--- config.mk ---
export PLATFORM = sky130hd
export DESIGN_NAME = freq_meter
export DESIGN_NICKNAME = d
export VERILOG_FILES = /design/src/rtl/freq_meter_pkg.sv /design/src/rtl/sync_edge_det.sv /design/src/rtl/freq_meter.sv
export SDC_FILE = /design/constraint.sdc
export NUM_CORES = 1
export LEC_CHECK = 0
export CORE_ASPECT_RATIO = 1.4
export CORE_UTILIZATION = 30
export DETAILED_ROUTE_END_ITERATION = 10
export SKIP_LAST_GASP = 1
export SYNTH_ARGS = -nofsm -noshare
export SYNTH_HDL_FRONTEND = slang
export SYNTH_SLANG_ARGS = --single-unit
--- constraint.sdc ---
create_clock -name clk -period 1.7 [get_ports clk]
set_input_delay 0.425 -clock clk [delete_from_list [all_inputs] [get_ports clk]]
set_output_delay 0.425 -clock clk [all_outputs]
set_load 0.005 [all_outputs]
--- src/rtl/freq_meter_pkg.sv ---
// freq_meter_pkg: FSM state encoding and default gate/counter sizing for freq_meter
package freq_meter_pkg;
  typedef enum logic [1:0] {IDLE = 2'd0, GATE = 2'd1, DONE = 2'd2} state_t;
  localparam int GATE_CYCLES_DEF = 12000;
  localparam int CNT_WIDTH_DEF = 16;
endpackage

--- src/rtl/sync_edge_det.sv ---
// sync_edge_det: 2-flop synchronizer + registered rising-edge pulse (clk, rst_n async active-high, sig_in -> edge_pulse, 3 clk latency)
module sync_edge_det (
  input  logic clk,
  input  logic rst_n,
  input  logic sig_in,
  output logic edge_pulse
);
  logic s1, s2, s3;
  always_ff @(posedge clk or posedge rst_n)
    if (rst_n) {s1, s2, s3, edge_pulse} <= '0;
    else begin
      s1 <= sig_in;
      s2 <= s1;
      s3 <= s2;
      edge_pulse <= s2 & ~s3;
    end
endmodule

--- src/rtl/freq_meter.sv ---
// freq_meter: counts sig_in rising edges over GATE_CYCLES clk (clk, rst_n async active-high, sig_in, start -> busy, freq_valid, freq_cnt, overflow); FREQ_METER_AUTO_EN makes windows run back-to-back
module freq_meter
  import freq_meter_pkg::*;
#(
  parameter int GATE_CYCLES = GATE_CYCLES_DEF,
  parameter int CNT_WIDTH = CNT_WIDTH_DEF
) (
  input  logic                 clk,
  input  logic                 rst_n,
  input  logic                 sig_in,
  input  logic                 start,
  output logic                 busy,
  output logic                 freq_valid,
  output logic [CNT_WIDTH-1:0] freq_cnt,
  output logic                 overflow
);
  localparam int GW = $clog2(GATE_CYCLES + 1);
  localparam logic [GW-1:0] GATE_LAST = GW'(GATE_CYCLES - 1);
  localparam logic [CNT_WIDTH-1:0] CNT_MAX = '1;
  state_t state_q, state_d;
  logic [GW-1:0] gate_cnt;
  logic [CNT_WIDTH-1:0] edge_cnt;
  logic ovf_sticky, edge_pulse, gate_end, win_start;
  sync_edge_det u_sync (
    .clk(clk),
    .rst_n(rst_n),
    .sig_in(sig_in),
    .edge_pulse(edge_pulse)
  );
  assign gate_end = gate_cnt == GATE_LAST;
  always_comb begin
    state_d = IDLE;
`ifdef FREQ_METER_AUTO_EN
    state_d = state_q == IDLE ? (start ? GATE : IDLE) : state_q == GATE ? (gate_end ? DONE : GATE) : GATE;
`else
    state_d = state_q == IDLE ? (start ? GATE : IDLE) : state_q == GATE ? (gate_end ? DONE : GATE) : IDLE;
`endif
  end
  assign win_start = state_d == GATE && state_q != GATE;
  assign busy = state_q == GATE;
  always_ff @(posedge clk or posedge rst_n)
    if (rst_n) begin
      state_q <= IDLE;
      gate_cnt <= '0;
      edge_cnt <= '0;
      ovf_sticky <= 1'b0;
      freq_cnt <= '0;
      overflow <= 1'b0;
      freq_valid <= 1'b0;
    end else begin
      state_q <= state_d;
      freq_valid <= state_q == DONE;
      if (win_start) begin
        gate_cnt <= '0;
        edge_cnt <= '0;
        ovf_sticky <= 1'b0;
      end else if (state_q == GATE) begin
        gate_cnt <= gate_cnt + 1'b1;
        if (edge_pulse) begin
          if (edge_cnt == CNT_MAX) ovf_sticky <= 1'b1;
          else edge_cnt <= edge_cnt + 1'b1;
        end
      end
      if (state_q == DONE) begin
        freq_cnt <= edge_cnt;
        overflow <= ovf_sticky;
      end
    end
endmodule

* After elaboration in Yosys (flattened, before gate mapping)
Cells that the tools add are included.
** Word-level totals
- Flip-flop bits (word level) :: 55
- Output and inout bits :: 19
- Word-level logic and storage cells :: 43
** Operators by class
- $add $sub $neg :: 2
- Eq/ne operators :: 7
- Muxes and demuxes :: 14
- Bitwise operators :: 2
- Reductions and logical operators :: 7
** Operator list (count)
- $mux 16 :: 4
- $mux 14 :: 2
- $add 16x1->16 const B :: 1
- $eq 16x16->1 const B :: 1
- $add 14x1->14 const B :: 1
- $eq 14x14->1 const B :: 1
- $mux 2 :: 3
- $reduce_and 3->1 :: 2
- $reduce_bool 2->1 :: 3
- $mux 1 :: 5
- $eq 2x1->1 const B :: 2
- $eq 2x2->1 const B :: 1
- $logic_not 2->1 :: 1
- $ne 2x1->1 const B :: 1
- $ne 2x2->1 const B :: 1
- $and 1x1->1 :: 1
- $logic_and 1x1->1 :: 1
- $not 1->1 :: 1

* Depth between registers and ports, before layout
Gate-level depths: netlist of run 1.
- Depth after elaboration :: 8
- Gate-level depth with buffers :: 7
- Depth with buffers taken out :: 5

* Cells and area by module
From an unflattened synthesis of run 1, not the netlist that was laid out.
** Unflattened totals
- Cells, all modules :: 236
- Area total of the unflattened synthesis :: 2566.2 um2
** By module, submodules not included
- freq_meter :: instances 1, cells each 230, area an instance 2448.6 um2, seq. area each 1276.2 um2
- sync_edge_det :: instances 1, cells each 6, area an instance 117.6 um2, seq. area each 100.1 um2

* Least setup slack after synthesis of run 1
No wires, ideal clock.
- Path type :: reg2reg
- Start :: reg state_q[1]
- End :: reg gate_cnt[11]
- Arrival :: 1.661 ns
- Required time :: 1.622 ns
- Slack :: -0.039 ns
- Stages on the path, launching flop included :: 6
- Path buffers :: 1
- Cells stage by stage :: dfrtp_1 nand2b_4 buf_6 or4_4 or3_1 a21oi_1
** On the way
- Longest elaborated chain between the ends :: 6
** Ends and longest elaborated chain
- from (decl) :: line freq_meter.sv:20 : state_t state_q, state_d;
- from (signal assigned) :: line freq_meter.sv:51 : state_q <= state_d;
- $eq 2x1->1 :: line freq_meter.sv:36, freq_meter.sv:57
- $mux 2 (2 in a row) :: line freq_meter.sv:36 : state_d = state_q == IDLE ? (start ? GATE : IDLE) : state_q == GATE ? (gate_end ? DONE : GATE) : IDLE;
- $eq 2x1->1 :: line freq_meter.sv:39 : assign win_start = state_d == GATE && state_q != GATE;
- $logic_and 1x1->1 :: line freq_meter.sv:39
- $mux 14 or $reduce_bool 2->1 (tied branches)
- to (signal assigned) :: line freq_meter.sv:58 : gate_cnt <= gate_cnt + 1'b1;
- to (decl) :: line freq_meter.sv:21 : logic [GW-1:0] gate_cnt;
Several ways; a longest one is shown, not always the timed one.
A chain may end at the register's enable or synchronous reset.

* Worst setup path in the final report of run 1
- Start :: reg edge_cnt[0]
- End :: reg edge_cnt[9]
** On the way
- Longest elaborated chain between the ends :: 5
** Ends and longest elaborated chain
- from (decl) :: line freq_meter.sv:22 : logic [CNT_WIDTH-1:0] edge_cnt;
- from (signal assigned) :: line freq_meter.sv:61 : else edge_cnt <= edge_cnt + 1'b1;
- $add 16x1->16 :: line freq_meter.sv:61
- $mux 16 :: line freq_meter.sv:60 : if (edge_cnt == CNT_MAX) ovf_sticky <= 1'b1;
- $mux 16 :: line freq_meter.sv:59 : if (edge_pulse) begin
- $mux 16 :: line freq_meter.sv:57 : end else if (state_q == GATE) begin
- $mux 16 :: line freq_meter.sv:53 : if (win_start) begin
Several ways; a longest one is shown, not always the timed one. The select of a mux whose other input is x is not followed.

==> results of run 1 <==
-- layout make-up --
class / count / share of cell area
timing repair buffer: 69 / 0.1724
multi-input combinational: 160 / 0.3361
tap: 102 / 0.03662
clock buffer: 6 / 0.03986
sequential: 55 / 0.3953
inverter: 8 / 0.009695
clock inverter: 2 / 0.01005
-- cell families after synthesis --
group,after synthesis,synth area share
and+or+nand+nor,93,0.2003
DFF,55,0.5400
AOI/OAI and AO/OA,29,0.07512
muxes,28,0.1183
buffers and inverters,16,0.02896
xor gates and xnor gates,8,0.02749
adders and majority gates,2,0.009817
-- how the worst max path moves through the flow --
| stage | from | to | slack, ns | depth (start not counted) |
|---|---|---|---|---|
| after detailed placement | start | gate_cnt[0]$_DFFE_PP0P_ | -0.20 | 5 |
| after floorplan | edge_cnt[5]$_DFFE_PP0P_ | edge_cnt[2]$_DFFE_PP0P_ | 0.004 | 6 |
| after global placement | start | gate_cnt[0]$_DFFE_PP0P_ | -0.16 | 5 |
| after global routing | edge_cnt[13]$_DFFE_PP0P_ | edge_cnt[5]$_DFFE_PP0P_ | -0.04 | 6 |
| final | edge_cnt[0]$_DFFE_PP0P_ | edge_cnt[9]$_DFFE_PP0P_ | 0.04 | 5 |
| after CTS | state_q[1]$_DFF_PP0_ | gate_cnt[11]$_DFFE_PP0P_ | -0.06 | 5 |
-- cells in the mapped netlist (3+ instances only) --
cell type / instances / area share
or3_1: 4 / 0.0098
nor4_1: 7 / 0.017
xnor2_1: 7 / 0.024
or4_1: 4 / 0.012
mux2i_1: 11 / 0.043
inv_1: 8 / 0.012
dfrtp_1: 55 / 0.54
a2111oi_0: 3 / 0.010
mux2_2: 17 / 0.075
a21oi_1: 8 / 0.016
clkbuf_1: 4 / 0.0059
nand4_1: 5 / 0.012
nand2b_1: 4 / 0.0098
nor2_1: 14 / 0.021
o21ai_0: 6 / 0.012
nand3_1: 11 / 0.022
nor3_1: 3 / 0.0059
and3_1: 3 / 0.0074
nand2_1: 25 / 0.037
-- through the flow --
step                      cell area, µm²  worst slack, ns  hold WS, ns  total power, mW
after global placement              3217          -0.1584       0.3349            2.722
after CTS                           3423         -0.06159       0.3540            3.967
after detailed placement            3217          -0.1964       0.3387            2.755
after floorplan                     2552         0.004433       0.3312            2.320
after global routing                3485         -0.04264       0.3708            4.220
final                               3485          0.04025       0.3513            3.972
-- report_power, final --
part | internal [mW] | switching, mW | leakage (nW)
combinational | 0.499 | 0.515 | 0.759
clock | 0.733 | 0.455 | 0.0868
sequential | 1.56 | 0.209 | 0.701
total | 2.79 | 1.18 | 1.55
-- flip-flops by register name, indices dropped and copies added (netlist names) --
name and flops:
edge_cnt 16, gate_cnt 14, u_sync.s1 1, freq_valid 1, ovf_sticky 1, freq_cnt 16
u_sync.s2 1, state_q 2, u_sync.s3 1, overflow 1, u_sync.edge_pulse 1
-- per-layer routing --
metal / up-vias / wire, µm / GRT usage
met2: 33 / 2887 / 0.2313
met1: 974 / 2473 / 0.1597
met5: - / 0 / 0
li1: 977 / - / -
met3: 14 / 107 / 0.03292
met4: 0 / 140 / 0.06429
-- what timing repair did --
item / in CTS / in global routing
pin swaps: 0 / 4
buffers inserted: 2 / 2
setup endpoints to repair: 5 / 17
endpoints found under the hold margin: 0 / 0
hold buffers: 0 / 0
gates resized for setup: 7 / 15
-- worst max-delay path, delay by kind of cell, from the launching register on --
| kind | cells | cell delay [ns] |
|---|---|---|
| AOI/OAI and AO/OA | 1 | 0.39 |
| adders and majority gates | 1 | 0.21 |
| buffers and inverters | 1 | 0.18 |
| DFF | 1 | 0.38 |
| muxes | 1 | 0.18 |
| and+or+nand+nor | 1 | 0.23 |
==> results.md, run 1 <==
- Counting every net in the synthesized netlist gives 237.
- The number of different library cells used by synthesis comes to 46.
- For this run, the number of Yosys warnings is 0.
- The later pin in the worst-skew pair is clocked with a latency of 0.29 ns.
- Leaving out fill and tap cells, the most frequent cells in the layout are 54 x dfrtp_1, 44 x buf_4, 23 x nand2_1.
- The startpoint of the worst register-to-register path is edge_cnt[0]$_DFFE_PP0P_.
- The number of design rule violations left after detail routing is 0.
- The synthesized instance count is 231.
- The wire length of the first global-routing pass is 9439 µm.
- The reported leakage power is 1.547 nW.
- The floorplan step set the die height to 111.1 µm.
- Of the cells placed in the final design, the portion with a size suffix greater than 1 is 0.3133.
- For this run, the post-layout net count is 305.
- Derived from the worst setup path, the maximum achievable clock frequency is 602.5 MHz.
- For hold timing, the worst endpoint is u_sync.s2$_DFF_PP0_.
- The multi-input combinational cells in the finished layout cover a total of 1171 µm².
- The core region is 8198 µm².
- TritonCTS built the clock tree.
- The run finished with clean final reports.
- The count of state elements after synthesis is 55.
- In this run the worst hold path is classified as register to register.
- Counting instances, the worst hold path has a depth of 0.
- The worst min-delay path startpoint is u_sync.s1$_DFF_PP0_.
- The master of the slowest instance on the critical path is a2111oi_1.
- For the pin with the worst max-slew slack, the measured transition is 0.4186 ns.
- Summed over all layers, the global routing overflow is 0.
- Once detailed placement completed, the half-perimeter wirelength came to 3996 µm.
- The critical path class is register to register.
- The capturing element type of the critical path is a register.
- The final core utilization is 0.4251.
- For the final routed database, the setup TNS stands at 0 ns.
- IR analysis of the VDD net gives a maximum drop of 0.7234 mV.
- The count of non-filler cells in the finished layout is 402.
- The horizontal die dimension is 79.90 µm.
- The via density per instance is 4.970.
- The global-route usage over all layers is 0.1368.
- The maximum number of pins on one net before global-route repair is 27.
- The clock drives 55 sinks.
- Dividing the detail-routed wire length by the instance count gives 13.95 µm.
- The worst setup path is launched from a register.
- For this configuration, the core starts out at a cell density of 0.3109.
- The synthesized area per cell is 11.03 µm².
- For this run, the register share of the synthesized area comes to 0.5400.
- The signal on the critical path passes through ha_1 > and4_4 > a2111oi_1 > buf_4 > mux2i_1.
- The detail route stage leaves a number of antenna-violating nets equal to 0.
- The number of standard-cell rows in the floorplan is 39.
- Among all flip-flop cells after synthesis, the most frequent one is dfrtp_1.
- The filler cell count in the final layout is 802.
- Summing all flip-flop and latch instances after layout gives 1378 µm².
- The synthesized design contains 0 enable-type register cells.
- The total number of vias is 1998.
- Measured in cells, the most critical reg-to-reg path has a length of 5.
- The congestion estimate from routability-driven global placement came to 0.8514.
- Of all nets on the critical path, the largest fanout is 5.
- After the first detailed-routing iteration, the DRC count stood at 94.
- The worst path arrival time is 1.87 ns.
- Pin placement for this block handled 23 I/O pins.
- Of all flip-flops after synthesis, the portion carrying an async set or reset was 1.000.
- Setup repair after global routing could not meet its margin everywhere.
- The total number of H-tree levels is 2.
- On the final layout, the worst clock skew is 0.005060 ns.
- The count of buffers inserted at the top-level ports is 22.
- The layout overhead on the synthesized area is 36.72%.
- The relative slew slack is 0.7170.
- Summing every instance area after synthesis gives 2549 µm².
- Clock-pin slew was measured on the worst setup and hold paths at 0.07 ns.
- Dividing total power by cell area gives a power density of 1140 nW/µm².
- The floorplan step defined a die boundary enclosing 8874 µm².
- The final count of pins violating max slew is 0.
- The critical path's largest stage delay is 0.39 ns.
- The register-to-register path setup slack is 0.04 ns.
- The number of antenna violations at the first check in global routing was 0.
- Dividing the final minimum period by the clock period gives 0.9763.
- The clock passes through at most 2 buffers.
- The sum of routed wire length over all layers is 5608 µm.
- The CTS root buffer is clkbuf_16.
- The via count of the first global-routing pass came to 2069.
- The final critical delay including setup and external delays is 1.660 ns.
- The number of detailed-routing iterations run before antenna repair is 4.
- The critical register-to-register path endpoint is edge_cnt[9]$_DFFE_PP0P_.
- The number of placed cells counting well taps is 391.
- The number of hold-slack violations in the final timing report came to 0.
- The number of endpoints failing setup at the final stage is 0.
- The tool flagged a number of max-cap violations equal to 0.
- The repair_antennas step left the layout with diodes totalling 0.
- The most common cell after layout, fill and taps aside is dfrtp_1.
- Data on the critical path is required at its endpoint by 1.91 ns.
- The number of buffers created by CTS is 5.
(Power assumes the default switching activity.)
==> run 2: changes to the inputs <==
--- a/config.mk
+++ b/config.mk
@@ -6,8 +6,9 @@
 export NUM_CORES = 1
 export LEC_CHECK = 0
 export CORE_ASPECT_RATIO = 1.4
-export CORE_UTILIZATION = 30
+export CORE_UTILIZATION = 51
 export DETAILED_ROUTE_END_ITERATION = 10
+export PLACE_DENSITY = 0.75
 export SKIP_LAST_GASP = 1
 export SYNTH_ARGS = -nofsm -noshare
 export SYNTH_HDL_FRONTEND = slang
==> results.md, run 2 (synthesized netlist as in run 1, its figures left out) <==
- The flow ran to the end, and the final reports show no timing, DRC or antenna violations.
- The total number of vias was 2042 (+2.2%).
- The global-route usage over all layers is 0.2275 (+0.09069).
- The number of buffers created by CTS is 5 (unchanged).
- The most common cell after layout, fill and taps aside is dfrtp_1.
- The count of max-cap constraint violations is 0 (unchanged).
- The final core utilization came to 0.6948 (+0.2698).
- Setup repair after global routing could not meet its margin everywhere.
- The setup path with the least slack is of type register to register.
- The CTS root buffer is clkbuf_8.
- The tightest min-delay check is of the register to register type.
- The number of endpoints failing setup at the final stage is 0 (unchanged).
- The hold slack is 0.3553 ns (+0.004060 ns).
- The total design power came to 3.663 mW (-7.8%).
- The critical path's largest stage delay was 0.40 ns (about the same).
- The iteration-0 DRC count of the detailed router is 107 (+14%).
- The proportion of layout cells with a drive suffix above 1 is 0.3043 (-0.008986).
- The total non-filler cell area in the finished layout is 3364 µm² (-3.4%).
- The required time at the worst-slack endpoint was 1.93 ns (+0.02 ns).
- The horizontal die dimension is 61.75 µm (-23%).
- The count of non-filler cells in the finished layout is 363 (-9.7%).
- The cell area after placement is 3112 µm² (-3.3%).
- The via density per instance was 5.625 (+13%).
- The clock skew is 0.01286 ns (+0.007804 ns).
- The core footprint came to 4842 µm² (-41%).
- STA classifies the critical path startpoint as a register.
- The maximum number of pins on one net before global-route repair was 39 (+44%).
- The routed wire length per instance is 14.88 µm (+6.6%).
- The number of hold-slack violations in the final timing report is 0 (unchanged).
- The number of nets still failing antenna checks after routing is 0 (unchanged).
- The maximum resistive drop on vdd came to 0.8065 mV (+11%).
- The number of top-level design ports is 23 (unchanged).
- The worst path arrival time is 1.89 ns (+0.02 ns).
- The clock transition at the registers of the reported paths is 0.10 ns (+0.03 ns).
- The final count of pins violating max slew is 0 (unchanged).
- The total power divided by cell area is 1089 nW/µm² (-4.5%).
- The insertion delay of the later-clocked pin in the worst-skew pair is 0.31 ns (+0.02 ns).
- The signal on the critical path passes through and3_1 > nand3_1 > buf_4 > nor4_1 > mux2i_1.
- The storage element area was 1378 µm² (unchanged).
- The wire length of the first global-routing pass is 8832 µm (-6.4%).
- The via count of the first global-routing pass is 1973 (-4.6%).
- The number of antenna violations at the first check in global routing was 0 (unchanged).
- The number of standard-cell rows in the floorplan was 30 (-23%).
- The filler cell count in the final layout was 332 (-59%).
- The number of design rule violations left after detail routing is 0 (unchanged).
- The final critical delay including setup and external delays is 1.665 ns (+0.005396 ns).
- The vertical die dimension came to 85.65 µm (-23%).
- The weighted congestion at the end of routability-driven global placement is 0.8657 (+1.7%).
- The layout overhead on the synthesized area is 32.01%.
- The area used by multi-input combinational logic is 1184 µm² (+1.1%).
- The number of buffers on the longest clock path came to 2 (unchanged).
- The worst setup path is captured at a register.
- The final clock period utilization by the worst path is 0.9795 (+0.003174).
- The sink count of the clock tree is 55 (unchanged).
- The layout net count came to 304 (-0.33%).
- The worst setup slack before clock tree synthesis is -0.1934 ns (+0.003097 ns).
- The largest registers in the layout are edge_cnt (16), freq_cnt (16), gate_cnt (14).
- The number of detailed-routing iterations run before antenna repair is 6 (+2).
- The master of the slowest instance on the critical path is dfrtp_1.
- The number of placed cells counting well taps is 347 (-11%).
- TritonCTS built the clock tree.
- The reported leakage power is 1.500 nW (-3.0%).
- The starting utilization of the core area was 0.5264 (+0.2155).
- The leftover overflow at the end of global routing is 0 (unchanged).
- The measured slew at the worst slew-check pin is 0.5018 ns (+0.08316 ns).
- The total number of H-tree levels is 2 (unchanged).
- The final total negative setup slack is 0 ns (unchanged).
- The sum of routed wire length over all layers is 5400 µm (-3.7%).
- The library cells used most frequently in the layout, excluding fill and tap cells, are 54 x dfrtp_1, 45 x buf_4, 23 x nand2_1.
- The relative slew slack is 0.6568 (-0.06016).
- The highest attainable clock frequency is 600.5 MHz (-0.32%).
- The maximum fanout along the worst path was 5 (unchanged).
- The number of antenna repair diodes is 0 (unchanged).
- The count of buffers inserted at the top-level ports is 22 (unchanged).
- The post-layout worst setup margin is 0.03486 ns (-0.005396 ns).
- The hold buffer count at cts came to 0 (unchanged).
- The die footprint is 5288 µm² (-40%).
- The placed wire-length estimate is 3795 µm (-5.0%).
-- run 2: cell count changes in the layout (fill, tap and decap cells not counted), sizes merged --
cell and change:
buf -1, clkbuf -1, clkinv +1
-- run 2: layer usage --
metal | share of wire | vias up | track usage
met3 | 0.024 | 12 | 0.04223
met4 | 0.024 | 0 | 0.09495
met2 | 0.55 | 39 | 0.3891
met1 | 0.40 | 1023 | 0.2715
met5 | 0 | - | 0
li1 | - | 968 | -
-- run 2: path summary, 6_finish.rpt --
path,startpoint,to,slack (ns),cells past startpoint
max in group asynchronous,rst_n,edge_cnt[15]$_DFFE_PP0P_,0.99,3
hold / removal,u_sync.s1$_DFF_PP0_,u_sync.s2$_DFF_PP0_,0.36,0
hold reg to reg,u_sync.s1$_DFF_PP0_,u_sync.s2$_DFF_PP0_,0.36,0
setup / recovery,edge_cnt[2]$_DFFE_PP0P_,edge_cnt[15]$_DFFE_PP0P_,0.03,5
setup reg to reg,edge_cnt[2]$_DFFE_PP0P_,edge_cnt[15]$_DFFE_PP0P_,0.03,5
min in group asynchronous,rst_n,edge_cnt[9]$_DFFE_PP0P_,0.50,3
-- run 2: power breakdown --
group          switching, mW  internal (mW)  total [mW]
registers              0.237           1.56        1.80
logic                  0.498          0.496       0.995
clock network          0.433          0.439       0.872
-- run 2: critical path: cells and delay by family (launching register included) --
family	cells	cell delay [ns]
mux	1	0.23
buf+inv	1	0.23
simple gates	3	0.72
flops	1	0.40
-- run 2: area by class of cell --
cell class,count,share of cell area
Clock buffer,5,0.02045
Inverter,8,0.01004
Sequential cell,55,0.4094
Timing Repair Buffer,68,0.1714
Multi-Input combinational cell,160,0.3518
Clock inverter,3,0.01302
Tap cell,64,0.02380
-- run 2: what timing repair did --
item                       CTS  global route
pin swaps                    0             7
buffers inserted             1             8
setup endpoints to repair   13            14
gates resized for setup      8            12
